**src/rtl/fwd_hazard_unit.sv**
```systemverilog
// fwd_hazard_unit: operand forwarding and load-use hazard detection.
// Tracks in-flight destination tags in a DEPTH-entry shift pipeline and
// selects the youngest matching result for each source operand, stalling
// issue while that result is a load whose data is not yet valid.
// Optional macro FWD_STATS_EN builds a saturating stall-cycle counter;
// when undefined, stall_count is tied to zero.
module fwd_hazard_unit #(
   parameter int WIDTH      = 16,
   parameter int AW         = 3,
   parameter int DEPTH      = 3,
   parameter int LOAD_STAGE = 2
) (
   input  logic                   clk,
   input  logic                   rst,
   input  logic                   iss_valid,
   input  logic [AW-1:0]          iss_rs_a,
   input  logic [AW-1:0]          iss_rs_b,
   input  logic [AW-1:0]          iss_rd,
   input  logic                   iss_we,
   input  logic                   iss_load,
   input  logic                   flush,
   input  logic [WIDTH-1:0]       rf_a,
   input  logic [WIDTH-1:0]       rf_b,
   input  logic [DEPTH*WIDTH-1:0] res_data,
   output logic [WIDTH-1:0]       fwd_a,
   output logic [WIDTH-1:0]       fwd_b,
   output logic                   hit_a,
   output logic                   hit_b,
   output logic                   stall,
   output logic [15:0]            stall_count
);

   // Tag pipeline, index 0 holds stage 1 (EX output), index DEPTH-1 is WB.
   logic [DEPTH-1:0]         vld_q, vld_d;
   logic [DEPTH-1:0]         we_q, we_d;
   logic [DEPTH-1:0]         ld_q, ld_d;
   logic [DEPTH-1:0][AW-1:0] rd_q, rd_d;

   logic [1:0][AW-1:0]    rs;
   logic [1:0][WIDTH-1:0] rf;
   logic [1:0][WIDTH-1:0] fwd;
   logic [1:0]            hit;
   logic [1:0]            found;
   logic [1:0]            not_ready;

   assign rs[0] = iss_rs_a;
   assign rs[1] = iss_rs_b;
   assign rf[0] = rf_a;
   assign rf[1] = rf_b;

   // Per-operand priority match: first (youngest) matching stage wins.
   always_comb begin
      fwd       = '0;
      hit       = '0;
      found     = '0;
      not_ready = '0;
      for (int unsigned op = 0; op < 2; op++) begin
         fwd[op] = (rs[op] == '0) ? '0 : rf[op];
         for (int unsigned k = 0; k < DEPTH; k++) begin
            if (!found[op] && vld_q[k] && we_q[k] &&
                rd_q[k] == rs[op] && rs[op] != '0) begin
               found[op] = 1'b1;
               if (!ld_q[k] || (k + 1) >= LOAD_STAGE) begin
                  hit[op] = 1'b1;
                  fwd[op] = res_data[k*WIDTH +: WIDTH];
               end else begin
                  not_ready[op] = 1'b1;
               end
            end
         end
      end
   end

   assign fwd_a = fwd[0];
   assign fwd_b = fwd[1];
   assign hit_a = hit[0];
   assign hit_b = hit[1];
   assign stall = iss_valid & (not_ready[0] | not_ready[1]);

   // Next tag state: new entry (or bubble) into stage 1, others shift down.
   always_comb begin
      vld_d    = '0;
      we_d     = '0;
      ld_d     = '0;
      rd_d     = '0;
      vld_d[0] = iss_valid & ~stall & ~flush;
      we_d[0]  = iss_we;
      ld_d[0]  = iss_load;
      rd_d[0]  = iss_rd;
      for (int unsigned k = 1; k < DEPTH; k++) begin
         vld_d[k] = vld_q[k-1];
         we_d[k]  = we_q[k-1];
         ld_d[k]  = ld_q[k-1];
         rd_d[k]  = rd_q[k-1];
      end
   end

   // Tag pipeline registers.
   always_ff @(posedge clk or posedge rst) begin
      if (rst) begin
         vld_q <= '0;
         we_q  <= '0;
         ld_q  <= '0;
         rd_q  <= '0;
      end else begin
         vld_q <= vld_d;
         we_q  <= we_d;
         ld_q  <= ld_d;
         rd_q  <= rd_d;
      end
   end

`ifdef FWD_STATS_EN
   logic [15:0] stall_count_q, stall_count_d;

   // Saturating count of stalled cycles.
   always_comb begin
      stall_count_d = stall_count_q;
      if (stall && stall_count_q != '1) begin
         stall_count_d = stall_count_q + 16'd1;
      end
   end

   // Stall counter register, cleared only by reset.
   always_ff @(posedge clk or posedge rst) begin
      if (rst) begin
         stall_count_q <= '0;
      end else begin
         stall_count_q <= stall_count_d;
      end
   end

   assign stall_count = stall_count_q;
`else
   assign stall_count = '0;
`endif

endmodule
```
**config.mk**
```make
export PLATFORM = sky130hd
export DESIGN_NAME = fwd_hazard_unit
export DESIGN_NICKNAME = d
export VERILOG_FILES = /design/src/rtl/fwd_hazard_unit.sv
export SDC_FILE = /design/constraint.sdc
export NUM_CORES = 1
export LEC_CHECK = 0
export ABC_CLOCK_PERIOD_IN_PS = 3450
export CAP_MARGIN = 40
export CELL_PAD_IN_SITES_DETAIL_PLACEMENT = 0
export CELL_PAD_IN_SITES_GLOBAL_PLACEMENT = 2
export CORE_MARGIN = 5
export CORE_UTILIZATION = 35
export CTS_BUF_LIST = sky130_fd_sc_hd__clkbuf_2 sky130_fd_sc_hd__clkbuf_4 sky130_fd_sc_hd__clkbuf_8
export DETAILED_ROUTE_END_ITERATION = 10
export DONT_BUFFER_PORTS = 1
export MAX_ROUTING_LAYER = met4
export PLACE_DENSITY = 0.95
export SYNTH_ARGS = -nofsm -noshare
export SYNTH_HDL_FRONTEND = slang
export SYNTH_SLANG_ARGS = --single-unit
```
**constraint.sdc**
```tcl
create_clock -name clk -period 3.45 [get_ports clk]
set_clock_uncertainty 0.1 [all_clocks]
set_input_delay 0.345 -clock clk [delete_from_list [all_inputs] [get_ports clk]]
set_output_delay 0.345 -clock clk [all_outputs]
set_load 0.01 [all_outputs]
```
# [Word-level counts from Yosys, hierarchy flattened]
# Index checks and enable logic that the tools add are counted.
[word_totals] input_bits=95 wordCells=71 out_inout_bits=51 regBits=16
[classes] bitwise=6 n_reduce_logical=29 n_mux=24 eq_ne=6
[ops] operator="$mux 16" count=10
[ops] operator="$logic_and 1x1->1" count=21
[ops] operator="$eq 3x3->1" count=6
[ops] operator="$mux 1" count=14
[ops] operator="$logic_not 3->1" count=2
[ops] operator="$reduce_bool 3->1" count=2
[ops] operator="$logic_not 1->1" count=4
[ops] operator="$and 1x1->1" count=3
[ops] operator="$not 1->1" count=2
[ops] operator="$or 1x1->1" count=1

# [Longest topological paths before layout]
[logic_depth] word_depth=16 mapped_depth=9 ltp_nobuf=6

# [Least setup slack after synthesis]
# OpenSTA, ideal clock, no wires.
[synth_path] path_type="input-to-output" from="input iss_rs_a[2]" to="output fwd_a[15]" setup_slack_ps=1073 path_stages=8 arrival_time_ps=1932 t_required_ps=3005 path_buffers=3 cell_sequence="buf_6 > or3b_1 > a211oi_2 > o2111ai_1 > a211o_1 > buf_6 > buf_6 > o211ai_1"
[synth_between] elab_chain_len=16 word_cells_on_any_way=24 classes_between="eq/ne: 3; mux: 7; reduce/logical: 14"
[synth_rtl] item="start, declared" line="16" text="input logic [AW-1:0] iss_rs_a,"
[synth_rtl] item="$eq 3x3->1" line="61" text="rd_q[k] == rs[op] && rs[op] != '0) begin"
[synth_rtl] item="$logic_and 1x1->1" line="60" text="if (!found[op] && vld_q[k] && we_q[k] &&"
[synth_rtl] item="$logic_and 1x1->1" line="61"
[synth_rtl] item="$mux 1" line="60"
[synth_rtl] item="$logic_not 1->1" line="60"
[synth_rtl] item="$logic_and 1x1->1 (3 in series)" line="60"
[synth_rtl] item="$logic_and 1x1->1" line="61"
[synth_rtl] item="$mux 1" line="60"
[synth_rtl] item="$logic_not 1->1" line="60"
[synth_rtl] item="$logic_and 1x1->1 (3 in series)" line="60"
[synth_rtl] item="$logic_and 1x1->1" line="61"
[synth_rtl] item="$mux 16 (*)" line="60"
[synth_rtl] item="end, declared" line="25" text="output logic [WIDTH-1:0] fwd_a,"
# Mark *: on every way between the ends. The rest lies on a longest branch, timed or not.

# [Worst setup path in the final report]
[layout_path] from="register rd_q (netlist bit rd_d[8])" to="output fwd_b[3]"
[layout_between] elab_chain_len=10 word_cells_on_any_way=11 classes_between="eq/ne: 1; mux: 3; reduce/logical: 7"
[layout_rtl] item="start, declared" line="37" text="logic [DEPTH-1:0][AW-1:0] rd_q, rd_d;"
[layout_rtl] item="start signal, assigned" line="109" text="rd_q <= rd_d;"
[layout_rtl] item="$eq 3x3->1 (*)" line="61"
[layout_rtl] item="$logic_and 1x1->1 (*)" line="60"
[layout_rtl] item="$logic_and 1x1->1 (*)" line="61"
[layout_rtl] item="$mux 1" line="60"
[layout_rtl] item="$logic_not 1->1" line="60"
[layout_rtl] item="$logic_and 1x1->1 (3 in series)" line="60"
[layout_rtl] item="$logic_and 1x1->1" line="61"
[layout_rtl] item="$mux 16 (*)" line="60"
[layout_rtl] item="end, declared" line="26" text="output logic [WIDTH-1:0] fwd_b,"
# Marked as above.

==> reports/results.txt <==
Largest net degree at the start of global routing -> 19
RSZ-0062 raised after global routing -> false
Routed wire length -> 7060 um
Arrival time at the worst endpoint -> 2.55 ns
Max-cap violations -> 0
LEAKAGE -> 0.733 nW
Final Max Slew Viols -> 0
Min-delay worst type -> input pin to register
Ant diodes -> 0
Routability cong. -> 0.888
First-pass GRT wire length -> 10500 um
Core Util, Final -> 0.369
Die X -> 83.8 um
Share of post-route cells with drive strength above 1 -> 0.0947
Postcts setup bufs -> 0
Syn_area_per_cell -> 7.51 um2
Total number of vias -> 2033
Synth Register Bits -> 16
Ports -> 146
Routed vias/inst -> 6.50
Sequential area share after synthesis -> 0.210
Port Buf Inserts -> 0
Core Footprint -> 5200 um2
Total grt overflow -> 0
Area of the multi-input gates -> 1290 um2
Number of DRC markers in iteration 0 -> 140
Crit-path max FO -> 17
Fillcell total -> 566
Final setup fails -> 0
Ys flop type -> dfrtp_1
Starting Density -> 0.367
Req. time, crit path -> 3.00 ns
All-Layer GR Usage -> 0.189
Root buf cell -> clkbuf_8
Period minus WS final -> 2.99 ns
Final Power -> 0.503 mW
First-pass DRT Iterations -> 5
H-tree levels -> 1
Synth-to-Final Area Change -> 0.525%
CTS Sinks -> 16
Most frequent cells in the layout -> 33 x nand2_1, 24 x o21ai_0, 18 x nand3_1
Commonest non-fill, non-tap cell in the layout -> nand2_1
Worst Hold Slack -> 0.0216 ns
Die area -> 7030 um2
Syn Inst Count -> 254
Mapped cell area -> 1910 um2
TritonCTS Buffers -> 3
CP endpoint kind -> output pin
DP HPWL -> 5310 um
Avg WL per Cell -> 22.6 um
DR DRC count -> 0
Worst Max-Slew Pin Slew -> 0.752 ns
Post-synth ARST share -> 1.00
Hold_buf cts -> 1
CTS tree -> built
FP Rows -> 26
Peak VDD IR -> 0.295 mV
Clk_lat worst skew -> 0.25 ns
Power Dens Cells -> 262 nW/um2
Vias in the first global route -> 1961
Setup TNS -> 0 ns
Antenna violations before repair -> 0
Post-cts resize count -> 0
F_max -> 0.334 GHz
Post-synth cell types -> 50
Worst slew margin -> 0.499
Final #Nets -> 339
Die height -> 83.8 um
Outcome -> complete, no violations
Final period utilization -> 0.867
Number of enable flip-flop cells after synthesis -> 0
Fin. Hold Viols -> 0
Clock transition at path regs -> 0.06 ns
Ys Warns -> 0
Post-route ant nets -> 0
Crit start category -> register
Max clock buf depth -> 2
Path type of the worst setup path -> register to output pin
FF/Latch Area -> 400 um2
## final cells by class
cell class,count,area share
multi-input combinational,209,0.674
sequential,16,0.209
tap,70,0.0457
clock buffer,4,0.0287
timing repair buffer,7,0.0287
inverter,7,0.0137
## registers in the layout, indices dropped and copies added, names as in the netlist
| name | flops |
|---|---|
| rd_q | 3 |
| ld_q | 1 |
| vld_q | 3 |
| we_q | 3 |
| rd_d | 6 |
## per-layer routing
metal / part of all wire / up-vias / track usage
li1: - / 909 / -
met1: 0.39 / 958 / 0.230
met2: 0.48 / 153 / 0.306
met3: 0.11 / 13 / 0.0484
met4: 0.016 / 0 / 0.0629
met5: 0 / - / -
## where the power goes
group	switching, mW	leakage (nW)	internal (mW)
clock network	0.0611	0.0288	0.101
registers	0.0112	0.190	0.197
logic	0.0831	0.514	0.0490
## critical path, cell delays in order, from the launching register on
cell	delay, ns
dfrtp_1	0.45
or3b_1	0.41
a211oi_2	0.25
o21ai_2	0.11
nand4_1	0.49
o21ai_0	0.17
o21ai_0	0.42
## synth_stat cells (3+ instances only)
cell      count  area (um2)
and3_1        6        37.5
buf_6         4        45.0
xor2_1        3        26.3
a21o_1        3        22.5
nand2b_1      3        18.8
xnor2_1       9        78.8
buf_2         9        45.0
a221oi_1     14         123
buf_4        17         128
o22ai_1      13        81.3
nor2_1        4        15.0
dfrtp_1      16         400
nand2_1      33         124
clkbuf_1      6        22.5
nand3_1      18        90.1
a31oi_1      13        81.3
inv_1         7        26.3
o21ai_1       7        35.0
o21ai_0      24         120
o22ai_2       5        62.6
## logic make-up (layout without fill, tap and decap cells)
group | after synthesis | after routing | share of synthesized area
compound gates | 97 | 97 | 0.362
xor+xnor | 12 | 12 | 0.0551
buf+inv | 44 | 18 | 0.142
flops | 16 | 16 | 0.210
other cells | 1 | 16 | 0.00197
simple gates | 84 | 84 | 0.230
## final timing paths
kind                         start  endpoint  slack, ns  cells past startpoint
setup / recovery           rd_d[8]  fwd_b[3]       0.46                      6
hold / removal              iss_we   we_q[0]       0.02                      0
setup reg to reg           rd_d[5]  vld_q[0]       1.57                      6
hold reg to reg            we_q[0]   we_q[1]       0.27                      0
max in group asynchronous      rst   rd_q[8]       2.39                      2
min in group asynchronous      rst  vld_q[0]       0.49                      2
## through the flow
step | setup slack, ns | cells | area (um2)
3_3_place_gp | 0.775 | 308 | 1850
5_1_grt | 0.167 | 313 | 1920
2_1_floorplan | 1.07 | 269 | 1960
4_1_cts | 0.413 | 313 | 1920
6_report | 0.459 | 313 | 1920
3_5_place_dp | 0.698 | 308 | 1850
Power figures use the tool's default switching activity.
